**src/rtl/led_seq_pkg.sv**
```systemverilog
// rtl/led_seq_pkg.sv - shared types for the LED sequencer
package led_seq_pkg;

    typedef enum logic [1:0] {
        BINARY  = 2'd0,
        SCAN    = 2'd1,
        BREATHE = 2'd2,
        OFF     = 2'd3
    } led_mode_t;

    typedef enum logic {
        UP   = 1'b0,
        DOWN = 1'b1
    } scan_dir_t;

endpackage

```
**src/rtl/led_prescaler.sv**
```systemverilog
// rtl/led_prescaler.sv - free-running step prescaler producing a one-cycle step tick
module led_prescaler #(
    parameter int PRESCALE_W = 18
) (
    input  logic hwclk,
    input  logic rst_n,
    input  logic enable,
    output logic step_tick
);

    logic [PRESCALE_W-1:0] cnt_q, cnt_d;

    always_comb begin
        cnt_d = cnt_q;
        if (enable) cnt_d = cnt_q + PRESCALE_W'(1);
    end

    always_ff @(posedge hwclk or negedge rst_n) begin
        if (!rst_n) cnt_q <= '0;
        else        cnt_q <= cnt_d;
    end

    // Combinational so the tick falls with the counter when reset asserts
    assign step_tick = enable && (cnt_q == '1);

endmodule

```
**src/rtl/led_sequencer.sv**
```systemverilog
// rtl/led_sequencer.sv - LED pattern sequencer: binary count, scan, PWM breathe, off
module led_sequencer
    import led_seq_pkg::*;
#(
    parameter int N_LEDS     = 8,
    parameter int PRESCALE_W = 18,
    parameter int PWM_W      = 8
) (
    input  logic              hwclk,
    input  logic              rst_n,
    input  logic              enable,
    input  logic [1:0]        mode,
    output logic [N_LEDS-1:0] led,
    output logic              step_tick
);

    localparam int POS_W = $clog2(N_LEDS);
    localparam logic [POS_W-1:0] POS_MAX = POS_W'(N_LEDS - 1);
    localparam logic [PWM_W-1:0] DUTY_MAX = '1;

    led_mode_t          mode_q, mode_d;
    logic [N_LEDS-1:0]  step_cnt_q, step_cnt_d;
    logic [POS_W-1:0]   pos_q, pos_d;
    scan_dir_t          dir_q, dir_d;
    logic [PWM_W-1:0]   duty_q, duty_d;
    scan_dir_t          duty_dir_q, duty_dir_d;
    logic [PWM_W-1:0]   pwm_cnt_q, pwm_cnt_d;
    logic [N_LEDS-1:0]  led_q, led_d;
    led_mode_t          mode_in;

    led_prescaler #(.PRESCALE_W(PRESCALE_W)) u_prescaler (
        .hwclk     (hwclk),
        .rst_n     (rst_n),
        .enable    (enable),
        .step_tick (step_tick)
    );

    assign mode_in = led_mode_t'(mode);

    always_comb begin
        mode_d     = mode_q;
        step_cnt_d = step_cnt_q;
        pos_d      = pos_q;
        dir_d      = dir_q;
        duty_d     = duty_q;
        duty_dir_d = duty_dir_q;
        pwm_cnt_d  = pwm_cnt_q;

        if (enable) pwm_cnt_d = pwm_cnt_q + PWM_W'(1);

        if (step_tick) begin
            // A mode switch only restarts the pattern; it advances from the next tick
            if (mode_in != mode_q) begin
                mode_d     = mode_in;
                step_cnt_d = '0;
                pos_d      = '0;
                dir_d      = UP;
                duty_d     = '0;
                duty_dir_d = UP;
            end else begin
                case (mode_q)
                    BINARY: step_cnt_d = step_cnt_q + N_LEDS'(1);
                    SCAN: begin
                        if (dir_q == UP) begin
                            if (pos_q == POS_MAX) begin
                                pos_d = pos_q - POS_W'(1);
                                dir_d = DOWN;
                            end else begin
                                pos_d = pos_q + POS_W'(1);
                            end
                        end else begin
                            if (pos_q == '0) begin
                                pos_d = POS_W'(1);
                                dir_d = UP;
                            end else begin
                                pos_d = pos_q - POS_W'(1);
                            end
                        end
                    end
                    BREATHE: begin
                        if (duty_dir_q == UP) begin
                            if (duty_q == DUTY_MAX) begin
                                duty_dir_d = DOWN;
                            end else begin
                                duty_d = duty_q + PWM_W'(1);
                                if (duty_q == DUTY_MAX - PWM_W'(1)) duty_dir_d = DOWN;
                            end
                        end else begin
                            if (duty_q == '0) begin
                                duty_dir_d = UP;
                            end else begin
                                duty_d = duty_q - PWM_W'(1);
                                if (duty_q == PWM_W'(1)) duty_dir_d = UP;
                            end
                        end
                    end
                    OFF: ;
                endcase
            end
        end

        case (mode_q)
            BINARY:  led_d = step_cnt_q;
            SCAN:    led_d = N_LEDS'(1) << pos_q;
            BREATHE: led_d = {N_LEDS{pwm_cnt_q < duty_q}};
            OFF:     led_d = '0;
        endcase
    end

    always_ff @(posedge hwclk or negedge rst_n) begin
        if (!rst_n) begin
            mode_q     <= BINARY;
            step_cnt_q <= '0;
            pos_q      <= '0;
            dir_q      <= UP;
            duty_q     <= '0;
            duty_dir_q <= UP;
            pwm_cnt_q  <= '0;
            led_q      <= '0;
        end else begin
            mode_q     <= mode_d;
            step_cnt_q <= step_cnt_d;
            pos_q      <= pos_d;
            dir_q      <= dir_d;
            duty_q     <= duty_d;
            duty_dir_q <= duty_dir_d;
            pwm_cnt_q  <= pwm_cnt_d;
            led_q      <= led_d;
        end
    end

    assign led = led_q;

endmodule

```
**config.mk**
```make
export PLATFORM = sky130hd
export DESIGN_NAME = led_sequencer
export DESIGN_NICKNAME = d
export VERILOG_FILES = /design/src/rtl/led_seq_pkg.sv /design/src/rtl/led_prescaler.sv /design/src/rtl/led_sequencer.sv
export SDC_FILE = /design/constraint.sdc
export NUM_CORES = 1
export LEC_CHECK = 0
export ABC_AREA = 1
export ABC_CLOCK_PERIOD_IN_PS = 5400
export CAP_MARGIN = 20
export CORE_AREA = 2 2 77 79
export DETAILED_ROUTE_END_ITERATION = 12
export DIE_AREA = 0 0 79 81
export GPL_ROUTABILITY_DRIVEN = 0
export PLACE_DENSITY = 0.88
export SLEW_MARGIN = 0
export SYNTH_ARGS = -nofsm -noshare
export SYNTH_HDL_FRONTEND = slang
export SYNTH_HIERARCHICAL = 1
export SYNTH_SLANG_ARGS = --single-unit
export TNS_END_PERCENT = 100
```
**constraint.sdc**
```tcl
create_clock -name hwclk -period 5.4 [get_ports hwclk]
set_input_delay 0.81 -clock hwclk [delete_from_list [all_inputs] [get_ports hwclk]]
set_output_delay 0.81 -clock hwclk [all_outputs]
set_load 0.005 [all_outputs]
```
==> reports/qor.csv <==
metric;value;unit
pin_count;14;
cts_tree;built;
rsz0062_at_grt;false;
multi_input_area;0.001928;mm²
die_area;0.006399;mm²
p_sw;313.9;µW
syn_to_final_growth;9.626;%
async_reset_ff_share;100.0;%
crit_path_max_incr_delay;0.71;ns
cellPowerDensity;280.3;mW/mm²
port_buffers;13;
status;finished clean;
syn_area_per_cell;8.250;µm²
synth.most_common_cell;nand2_1;
r2r_cells;11;
wl_met1;3106;µm
power_frac_comb;15.2;%
grt_pass1_wl;11710;µm
min_period;3.887;ns
finalHoldViolCount;0;
min_path_type;reg -> reg;
synth_area_leader_cell;dfrtp_1;
synth-seq-area-share;39.47;%
wl_per_cell;13.10;µm
clkPwrFrac;37.7;%
worst-path-stages;8;
skew;0.005289;ns
ys_types;37;
netSwitchingFraction;28.27;%
synth_area;0.003613;mm²
power_frac_seq;47.1;%
synth_edf_count;0;
total_power;1110;µW
maxSlewHeadroom;52.46;%
die_w;79;µm
cp_top_family;buffers and inverters;
antenna_cells;0;
drt_wl_total;6995;µm
drive_above_1_share;11.11;%
min_period_over_period;71.99;%
grtUsageTotal;23.70;%
leakage;0.001940;µW
r2r_start;u_prescaler/cnt_q[0]$_DFFE_PN0P_;
dpl_cell_area;0.003754;mm²
final_max_slew_viol_count;0;
ff_latch_area;0.001426;mm²
yosys.area.top_type_share;39.47;%
final_antenna_net_count;0;
crit_buf_inv;3;
highest_layer;met4;
synth-warning-count;6;
cp-end-kind;output pin;
worst_pin_slew;0.7130;ns
synth_flop_cell;dfrtp_1;
ys_top_cells_by_count;nand2_1, dfrtp_1, inv_1;
start_util;63.67;%
stdcell_area;0.003961;mm²
peakVddDrop;0.1550;mV
cp_max_fo;11;
intPower;796.4;µW
viasPerCell;5.376;
cts.repair.resized;0;
whs;0.4911;ns
die_y;81;µm
final.setup.tns;0;ns
drt_iter0_drc;173;
antenna_found_initial;0;
cp_slowest_cell;clkdlybuf4s50_1;
startpoint_type;input pin;
wl_met2;3499;µm
rr_endpoint;duty_q[7]$_DFFE_PN0P_;
crit_start;enable;
wl_met3;232;µm
clkLatencyLatePin;0.34;ns
critPathKind;in -> out;
grt_overflow;0;
vias;2871;
reg2reg_slack;3.00;ns
clk_pin_slew;0.06;ns
cts-buffers-inserted;9;
htreeDepth;3;
ctsHoldBuffers;0;
fin_nets;481;
grt_pass1_vias;2683;
dr.pass1.iters;4;
grt_max_degree;58;
drc_errors;0;
path_cells;clkdlybuf4s50_1 > nand2_2 > nor2_4 > inv_1 > nor2_1 > nand4_1 > nor2_1 > clkdlybuf4s50_1;
fmax;0.2572;GHz
arrival;3.08;ns
worstPathRequired;4.59;ns
fp.coreArea;0.005675;mm²
post_cts_buffers;0;
rows;28;
fillCellCount;429;
endpoint;step_tick;
place_hpwl;4913;µm
drv_cap;0;
syn_nets;465;
setup_violations;0;
cts_buffer_depth;2;
synth_area_leaders;dfrtp_1, nand2_1, ha_1;
yosys_register_bits;57;
clkSinkCount;57;
clockRootBuffer;clkbuf_8;
synthCells;438;
[per-layer routing]
metal,global-route usage (%),vias to the layer above
li1,-,1437
met1,27.89,1370
met2,41.44,52
met3,5.111,12
met4,11.38,0
met5,0,-
[power groups by stage]
stage	combinational (µW)	clock [µW]	sequential, µW
floorplan	130	0	516
global placement	157	0	528
global route	197	444	531
finish	169	419	523
CTS	172	424	524
detailed placement	172	0	529
[registers in the layout, summed over array words and instances (netlist names)]
register and count:
u_prescaler/cnt_q 18, duty_q 8, led 8, pwm_cnt_q 8
step_cnt_q 8, pos_q 3, mode_q 2, dir_q 1
duty_dir_q 1
[cell usage in the layout (no fill, tap or decap), drive strengths merged, types with 4 or more instances in the layout]
cell type / n
nand3b: 4
clkbuf: 14
clkdlybuf4s50: 12
nand3: 34
a32oi: 5
a21oi: 7
nand4: 9
xnor2: 10
xor2: 22
o21a: 4
nand2: 134
nor2: 41
o21ai: 25
ha: 22
inv: 45
dfrtp: 57
[worst min-delay path by stage]
stage	from	to	slack, ns	depth (start not counted)
after floorplan	u_prescaler/cnt_q[17]$_DFFE_PN0P_	u_prescaler/cnt_q[17]$_DFFE_PN0P_	0.44	2
after global placement	u_prescaler/cnt_q[17]$_DFFE_PN0P_	u_prescaler/cnt_q[17]$_DFFE_PN0P_	0.45	2
after detailed placement	u_prescaler/cnt_q[17]$_DFFE_PN0P_	u_prescaler/cnt_q[17]$_DFFE_PN0P_	0.47	2
after CTS	u_prescaler/cnt_q[3]$_DFFE_PN0P_	u_prescaler/cnt_q[3]$_DFFE_PN0P_	0.49	1
after global routing	u_prescaler/cnt_q[9]$_DFFE_PN0P_	u_prescaler/cnt_q[9]$_DFFE_PN0P_	0.52	1
final	u_prescaler/cnt_q[3]$_DFFE_PN0P_	u_prescaler/cnt_q[3]$_DFFE_PN0P_	0.49	1
[area by class of cell]
| type | instances | area share, % |
|---|---|---|
| well taps | 75 | 2.369 |
| repair buffers | 14 | 3.348 |
| inverters | 46 | 4.359 |
| flip-flops and latches | 57 | 36.01 |
| multi-input cells | 326 | 48.67 |
| clock buffers | 14 | 4.359 |
| clock inverters | 2 | 0.8844 |
[per-stage QoR]
stage / utilization [%] / setup WS, ns / cells
finish: 69.80 / 1.513 / 534
global route: 69.80 / 1.314 / 534
CTS: 69.80 / 1.517 / 534
detailed placement: 66.14 / 1.495 / 518
global placement: 66.14 / 1.569 / 518
floorplan: - / 3.032 / 438
[cells by family (layout without fill, tap and decap cells)]
| group | after synthesis | count (layout) | share of synthesized area, % |
|---|---|---|---|
| simple gates | 225 | 225 | 28.98 |
| flops | 57 | 57 | 39.47 |
| buf+inv | 55 | 76 | 7.167 |
| compound gates | 46 | 46 | 8.276 |
| xor+xnor | 32 | 32 | 8.172 |
| fa+ha+maj | 22 | 22 | 7.618 |
| mux | 1 | 1 | 0.3116 |
(Power assumes the default switching activity.)
